===== src/rtl/mem_responder.sv =====
// ---------------------------------------------------------------------------
// mem_responder
//   Memory-side responder for a valid/ready bus. It accepts one write or read
//   request at a time, optionally inserts WAIT_CYCLES wait states, then
//   completes the transfer with a one-cycle ready pulse. The memory is a
//   DEPTH-entry register file that is cleared on reset.
//
// Parameters
//   WIDTH        data width of wdata/rdata
//   ADDR_WIDTH   address width, DEPTH = 2**ADDR_WIDTH
//   WAIT_CYCLES  wait states before ready (0..15)
//
// Ports
//   clk    bus clock, all state on posedge
//   rst    asynchronous active-low reset
//   valid  request valid, held by the initiator until ready is seen
//   wr_rd  1 = write, 0 = read (latched at acceptance)
//   addr   word address (latched at acceptance)
//   wdata  write data (latched at acceptance)
//   ready  registered transfer-complete pulse
//   rdata  read data, valid while ready=1 on a read, held afterwards
//   busy   registered, high while in WAIT or RESP
//   err    registered one-cycle pulse when valid drops before completion
// ---------------------------------------------------------------------------
module mem_responder #(
    parameter int WIDTH       = 8,
    parameter int ADDR_WIDTH  = 4,
    parameter int WAIT_CYCLES = 1
) (
    input  logic                  clk,
    input  logic                  rst,
    input  logic                  valid,
    input  logic                  wr_rd,
    input  logic [ADDR_WIDTH-1:0] addr,
    input  logic [WIDTH-1:0]      wdata,
    output logic                  ready,
    output logic [WIDTH-1:0]      rdata,
    output logic                  busy,
    output logic                  err
);

    localparam int DEPTH = 2 ** ADDR_WIDTH;
    localparam int CW    = 4;

    typedef enum logic [1:0] {
        ST_IDLE = 2'd0,
        ST_WAIT = 2'd1,
        ST_RESP = 2'd2
    } state_t;

    state_t                  state_r;
    state_t                  state_s;
    logic [CW-1:0]           cnt_r;
    logic [CW-1:0]           cnt_s;
    logic                    accept_s;
    logic                    commit_s;
    logic                    abort_s;
    logic                    enter_resp_s;
    logic                    rd_wr_s;
    logic [ADDR_WIDTH-1:0]   rd_addr_s;

    logic                    req_wr_r;
    logic [ADDR_WIDTH-1:0]   req_addr_r;
    logic [WIDTH-1:0]        req_wdata_r;
    logic                    ready_r;
    logic [WIDTH-1:0]        rdata_r;
    logic                    busy_r;
    logic                    err_r;
    logic [WIDTH-1:0]        mem_r [DEPTH];

    // Next-state, wait counter and transfer event decode.
    always_comb begin
        state_s  = state_r;
        cnt_s    = cnt_r;
        accept_s = 1'b0;
        commit_s = 1'b0;
        abort_s  = 1'b0;
        case (state_r)
            ST_IDLE: begin
                if (valid) begin
                    accept_s = 1'b1;
                    if (WAIT_CYCLES == 0) begin
                        state_s = ST_RESP;
                    end else begin
                        state_s = ST_WAIT;
                        cnt_s   = CW'(WAIT_CYCLES - 1);
                    end
                end else begin
                    state_s = ST_IDLE;
                end
            end
            ST_WAIT: begin
                if (valid) begin
                    if (cnt_r == {CW{1'b0}}) begin
                        state_s = ST_RESP;
                    end else begin
                        cnt_s = cnt_r - {{(CW-1){1'b0}}, 1'b1};
                    end
                end else begin
                    abort_s = 1'b1;
                    state_s = ST_IDLE;
                end
            end
            ST_RESP: begin
                // ready is high throughout RESP, so valid alone marks completion.
                if (valid) begin
                    commit_s = req_wr_r;
                end else begin
                    abort_s = 1'b1;
                end
                state_s = ST_IDLE;
            end
            default: begin
                state_s = ST_IDLE;
            end
        endcase
    end

    // With zero wait states RESP is entered on the acceptance edge itself,
    // before the request registers hold the new request, so read the live
    // inputs in that case.
    always_comb begin
        enter_resp_s = (state_s == ST_RESP) && (state_r != ST_RESP);
        if (state_r == ST_IDLE) begin
            rd_wr_s   = wr_rd;
            rd_addr_s = addr;
        end else begin
            rd_wr_s   = req_wr_r;
            rd_addr_s = req_addr_r;
        end
    end

    // State, counter, request latch and registered outputs.
    always_ff @(posedge clk or negedge rst) begin
        if (!rst) begin
            state_r     <= ST_IDLE;
            cnt_r       <= {CW{1'b0}};
            req_wr_r    <= 1'b0;
            req_addr_r  <= {ADDR_WIDTH{1'b0}};
            req_wdata_r <= {WIDTH{1'b0}};
            ready_r     <= 1'b0;
            rdata_r     <= {WIDTH{1'b0}};
            busy_r      <= 1'b0;
            err_r       <= 1'b0;
        end else begin
            state_r <= state_s;
            cnt_r   <= cnt_s;
            if (accept_s) begin
                req_wr_r    <= wr_rd;
                req_addr_r  <= addr;
                req_wdata_r <= wdata;
            end
            ready_r <= (state_s == ST_RESP);
            busy_r  <= (state_s != ST_IDLE);
            err_r   <= abort_s;
            if (enter_resp_s && !rd_wr_s) begin
                rdata_r <= mem_r[rd_addr_s];
            end
        end
    end

    // Register-file storage; only a completed write updates it.
    always_ff @(posedge clk or negedge rst) begin
        if (!rst) begin
            for (int i = 0; i < DEPTH; i++) begin
                mem_r[i] <= {WIDTH{1'b0}};
            end
        end else begin
            if (commit_s) begin
                mem_r[req_addr_r] <= req_wdata_r;
            end
        end
    end

    assign ready = ready_r;
    assign rdata = rdata_r;
    assign busy  = busy_r;
    assign err   = err_r;

endmodule

===== config.mk =====
export PLATFORM = sky130hd
export DESIGN_NAME = mem_responder
export DESIGN_NICKNAME = d
export VERILOG_FILES = /design/src/rtl/mem_responder.sv
export SDC_FILE = /design/constraint.sdc
export NUM_CORES = 1
export LEC_CHECK = 0
export CAP_MARGIN = 20
export CORE_MARGIN = 2
export CORE_UTILIZATION = 45
export CTS_CLUSTER_SIZE = 10
export DETAILED_ROUTE_END_ITERATION = 8
export PLACE_DENSITY = 0.69
export SYNTH_ARGS = -nofsm -noshare
export SYNTH_HDL_FRONTEND = slang
export SYNTH_SLANG_ARGS = --single-unit

===== constraint.sdc =====
create_clock -name clk -period 4.7 [get_ports clk]
set_input_delay 0.94 -clock clk [delete_from_list [all_inputs] [get_ports clk]]
set_output_delay 0.94 -clock clk [all_outputs]
set_load 0.02 [all_outputs]

==> results_dict.tcl, run 1 <==
set metrics [dict create \
    area_growth_pct 12.3 \
    antennaDiodeCount 0 \
    final_cell_mix "158 x dfrtp_1, 142 x mux2_2, 43 x nand2b_1" \
    p_leak_nw 4.13 \
    power.total_mw 3.98 \
    die_h_um 139 \
    ff2ff_path_depth 8 \
    vias 6066 \
    post_cts_resized 0 \
    grt_pass1_vias 6232 \
    yosysTopAreaCell "dfrtp_1" \
    status "finished, final reports clean" \
    synth.distinct_cells 65 \
    drive_gt1_frac 0.280 \
    numCtsBuffers 17 \
    clock-sinks 158 \
    die_x_um 139 \
    drv_slew 0 \
    ys_async_sr_fraction 1.00 \
    layout.nets 752 \
    synthCells 717 \
    cp_num_buf_inv 1 \
    firstDrtPassIters 5 \
    antenna_found_initial 0 \
    gp_congestion 0.857 \
    vias_per_cell 6.24 \
    cts_max_level 4 \
    path_cells "clkdlybuf4s50_1, and2_1, a22oi_1, nor3b_1, a211o_1, o311ai_1, o21a_1" \
    start_kind "input port" \
    yosysWarnings 0 \
    drc 0 \
    grt_pass1_wl_um 34900 \
    setup_ws_ps 1400 \
    min_period_ps 3300 \
    crit_path_top_delay_cell "clkdlybuf4s50_1" \
    cpPeakStageDelay_ps 990 \
    io_pins 27 \
    setup_viol_count_final 0 \
    crit_required_ps 5070 \
    path_clk_slew_ps 60 \
    clockBufferDepth 2 \
    crit_family "buffers and inverters" \
    grt_max_degree 108 \
    hold_buffers 0 \
    rows 49 \
    synth_top_area_frac 0.482 \
    initial_utilization 0.458 \
    dieArea_um2 19300 \
    endpoint_kind "register" \
    detail-route-antenna-nets 0 \
    hp-class "input port to async pin" \
    finalCritPeriodShare 0.702 \
    rsz0062_at_grt "no" \
    grt_overflow 0 \
    reg2reg_slack_ps 1420 \
    hold_viol_final 0 \
    p_per_area_nw_per_um2 432 \
    yosysSeqAreaShare 0.482 \
    wl_per_cell_um 22.3 \
    worst_slew_pin_slew_ps 966 \
    max_slew_margin 0.356 \
    cap_violations 0 \
    ys_top_cells_by_area "dfrtp_1 48%, mux2_2 20%, nand2b_1 3.3%, a21oi_1 2.0%, o211ai_1 2.0%" \
    synth-edff-count 0 \
    fillCellCount 1531 \
    arrival_ps 3670 \
    wl_um 21700 \
    dp_hpwl_um 14400 \
    cp-startpoint "addr[1]" \
    pre_cts_ws_ps 1020 \
    cts_tree "yes" \
    track_usage 0.231 \
    r2r-end "rdata[6]" \
    utilization 0.514 \
    clk_latency_ps 430 \
    r2r-start "state_r[0]" \
    layout_commonest_cell "dfrtp_1" \
    finalClockSkew_ps 7.10 \
    post_cts_buffers 0 \
    synth-seq-cells 158 \
    root_buffer "clkbuf_16" \
    crit_path_max_fanout 20 \
    finalSetupTns_ps 0 \
    port_buffers 26 \
    syn_area_um2 8200 \
    avgSynthCellArea_um2 11.4 \
    dr.first_iter.drc_count 627 \
    syn_nets 738 \
    core_area_um2 17900 \
    critical_path_class "input port to register" \
    synth_flop_cell "dfrtp_1" \
    ir_worst_vdd_mv 0.320 \
    max_clock_freq_ghz 0.303 \
]
[worst max-delay path by stage]
stage	endpoint	cells after the start
floorplan	mem_r[104]	6
global placement	rdata[2]	7
detailed placement	rdata[2]	7
CTS	rdata[3]	8
global route	rdata[0]	8
finish	rdata[4]	7
[cell usage after synthesis, types with 4 or more instances]
| library cell | number |
|---|---|
| clkbuf_1 | 11 |
| nand2b_1 | 43 |
| a22oi_1 | 16 |
| o21a_1 | 5 |
| nand4_1 | 5 |
| nand2_1 | 39 |
| buf_2 | 18 |
| buf_4 | 10 |
| nor2b_1 | 10 |
| o22ai_1 | 8 |
| a211o_1 | 4 |
| nor2_1 | 41 |
| o31ai_1 | 4 |
| dfrtp_1 | 158 |
| nor3b_1 | 5 |
| mux2_2 | 142 |
| a21oi_1 | 33 |
| o311ai_0 | 4 |
| nor3_1 | 9 |
| nor2_4 | 4 |
| nand3_1 | 6 |
| o2bb2ai_1 | 5 |
| a211oi_1 | 9 |
| ha_1 | 5 |
| inv_1 | 11 |
| o211ai_1 | 22 |
| o21ai_0 | 23 |
[final cells by class]
type / count / area [µm²] / share of cell area
Clock buffer: 19 / 443 / 0.0481
Clock inverter: 12 / 158 / 0.0171
Inverter: 12 / 45.0 / 0.00489
Sequential cell: 158 / 3950 / 0.430
Timing Repair Buffer: 38 / 375 / 0.0408
Multi-Input combinational cell: 504 / 3940 / 0.428
Tap cell: 229 / 287 / 0.0311
[stage by stage]
step | std cells | hold slack (ps) | area [µm²]
after floorplan | 717 | 458 | 8200
after global placement | 939 | 469 | 8560
after detailed placement | 939 | 492 | 8560
after CTS | 970 | 506 | 9170
after global routing | 972 | 477 | 9200
final | 972 | 446 | 9200
[flip-flops by register name (all words and copies together), names as in the netlist]
signal,cells
req_wr_r,1
busy,1
rdata,8
req_wdata_r,8
state_r,2
err,1
cnt_r,4
ready,1
req_addr_r,4
mem_r,128
[where the power goes]
part	switching (mW)	total [mW]	internal, mW
clock	0.570	1.42	0.850
sequential	0.202	1.72	1.52
combinational	0.471	0.838	0.367
[cell families after synthesis]
family                   Yosys count  synth area share
AND/OR/NAND/NOR                  188             0.128
AO/OA/AOI/OAI                    164             0.141
flip-flops                       158             0.482
multiplexers                     147             0.203
buffers and inverters             55            0.0371
adder cells (fa/ha/maj)            5           0.00763
[routing by layer]
metal / part of all wire / GRT usage / wire (µm) / up-vias
li1: - / - / - / 2656
met4: 0.026 / 0.0819 / 561 / 0
met5: 0 / 0 / 0 / -
met1: 0.43 / 0.316 / 9390 / 3107
met2: 0.47 / 0.358 / 10200 / 250
met3: 0.071 / 0.0597 / 1540 / 53
(Power assumes the default switching activity.)
==> run 2: changes to the inputs <==
--- a/config.mk
+++ b/config.mk
@@ -10,7 +10,7 @@
 export CORE_UTILIZATION = 45
 export CTS_CLUSTER_SIZE = 10
 export DETAILED_ROUTE_END_ITERATION = 8
-export PLACE_DENSITY = 0.69
+export PLACE_DENSITY = 0.71
 export SYNTH_ARGS = -nofsm -noshare
 export SYNTH_HDL_FRONTEND = slang
 export SYNTH_SLANG_ARGS = --single-unit
==> constraint.sdc (replaced) <==
create_clock -name clk -period 3.03 [get_ports clk]
set_input_delay 0.606 -clock clk [delete_from_list [all_inputs] [get_ports clk]]
set_output_delay 0.606 -clock clk [all_outputs]
set_load 0.02 [all_outputs]
==> results_dict.tcl, run 2 (synthesized netlist as in run 1, its figures left out) <==
set metrics [dict create \
    vias 6163 \
    cpPeakStageDelay_ps 530 \
    firstDrtPassIters 5 \
    final_cell_mix "158 x dfrtp_1, 142 x mux2_2, 43 x nand2b_1" \
    setup_viol_count_final 0 \
    arrival_ps 3140 \
    drive_gt1_frac 0.299 \
    p_leak_nw 4.25 \
    grt_pass1_vias 6187 \
    path_cells "inv_1, ha_2, mux2_2, or3_1, a211oi_1, nor4_1, o22a_1" \
    detail-route-antenna-nets 0 \
    finalCritPeriodShare 0.930 \
    regMostFlops "mem_r" \
    clock-sinks 158 \
    endpoint_kind "register" \
    antennaDiodeCount 0 \
    dp_hpwl_um 15300 \
    gp_congestion 0.930 \
    dr.first_iter.drc_count 610 \
    port_buffers 26 \
    layout_commonest_cell "dfrtp_1" \
    path_clk_slew_ps 60 \
    cap_violations 0 \
    status "finished, final reports clean" \
    rows 49 \
    numCtsBuffers 17 \
    finalSetupTns_ps 0 \
    post_cts_buffers 0 \
    grt_max_degree 83 \
    die_h_um 139 \
    hold_viol_final 0 \
    grt_overflow 0 \
    largest_reg_flops 128 \
    reg2reg_slack_ps 210 \
    post-place-cells 959 \
    rsz0062_at_grt "no" \
    antenna_found_initial 0 \
    track_usage 0.232 \
    hold_buffers 0 \
    crit_path_max_fanout 20 \
    wl_per_cell_um 21.9 \
    clockBufferDepth 2 \
    clk_latency_ps 440 \
    io_pins 27 \
    vias_per_cell 6.22 \
    crit_required_ps 3350 \
    drc 0 \
    root_buffer "clkbuf_16" \
    critical_path_class "register to register" \
    finalClockSkew_ps 9.51 \
    r2r-start "state_r[0]" \
    max_clock_freq_ghz 0.355 \
    crit_family "simple AND/OR/NAND/NOR gates" \
    grt_pass1_wl_um 35000 \
    worst_slew_pin_slew_ps 766 \
    ir_worst_vdd_mv 0.430 \
    die_x_um 139 \
    r2r-end "rdata[7]" \
    hp-class "input port to async pin" \
    crit_path_top_delay_cell "ha_2" \
    max_slew_margin 0.490 \
    cp_num_buf_inv 1 \
    core_area_um2 17900 \
    drv_slew 0 \
    initial_utilization 0.458 \
    stdcell_count 991 \
    area_growth_pct 14.6 \
    wl_um 21700 \
    hold_ws_ps 230 \
    start_kind "register" \
    cts_max_level 4 \
    p_per_area_nw_per_um2 687 \
    post_cts_resized 0 \
    layout.nets 770 \
    min_period_ps 2820 \
    cts_tree "yes" \
    dieArea_um2 19300 \
    ff2ff_path_depth 7 \
]
run 2: changes by cell type in the layout (fill, tap and decap cells not counted), moves of 2 or more:
| cell | delta |
|---|---|
| buf_4 | +19 |
| clkinvlp_4 | -3 |
| inv_8 | +3 |
| bufinv_16 | +2 |
| clkinv_2 | -2 |
| inv_6 | +2 |
run 2: metal layers:
layer  track usage  vias up  routed length (µm)
li1              -     2696                   -
met1         0.314     3147                9480
met2         0.372      262               10200
met3        0.0456       58                1410
met4        0.0872        0                 597
met5             0        -                   0
run 2: final cells by class:
cell class | instances | area, µm²
multi-input combinational | 504 | 3940
tap | 229 | 287
clock inverter | 15 | 245
fill | 1552 | 8500
inverter | 12 | 45.0
timing repair buffer | 56 | 499
clock buffer | 17 | 425
sequential | 158 | 3950
run 2: worst register-to-register path, stage by stage (launching register included):
cell      delay (ps)
dfrtp_1          400
inv_1            110
ha_2             530
mux2_2           500
or3_1            470
a211oi_1         380
nor4_1           120
o22a_1           190
run 2: worst max-delay path by stage:
| stage | endpoint | start | slack [ps] | depth (start not counted) |
|---|---|---|---|---|
| 2_1_floorplan | mem_r[104] | valid | 940 | 6 |
| 3_3_place_gp | rdata[2] | addr[0] | 150 | 8 |
| 3_5_place_dp | rdata[0] | addr[0] | 110 | 8 |
| 4_1_cts | rdata[0] | state_r[0] | 260 | 9 |
| 5_1_grt | rdata[0] | state_r[0] | 110 | 9 |
| 6_report | rdata[7] | state_r[0] | 210 | 7 |
run 2: metrics by stage:
step / utilization / total power, mW / setup slack (ps) / instance area, µm²
3_5_place_dp: 0.487 / 4.00 / 112 / 8730
5_1_grt: 0.525 / 6.71 / 107 / 9400
3_3_place_gp: 0.487 / 3.96 / 152 / 8730
2_1_floorplan: - / 3.47 / 936 / 8200
4_1_cts: 0.525 / 6.45 / 263 / 9400
6_report: 0.525 / 6.45 / 212 / 9400
run 2: power breakdown:
part | switching [mW] | internal [mW]
registers | 0.323 | 2.35
clock network | 0.955 | 1.50
logic | 0.726 | 0.600
total | 2.00 | 4.45
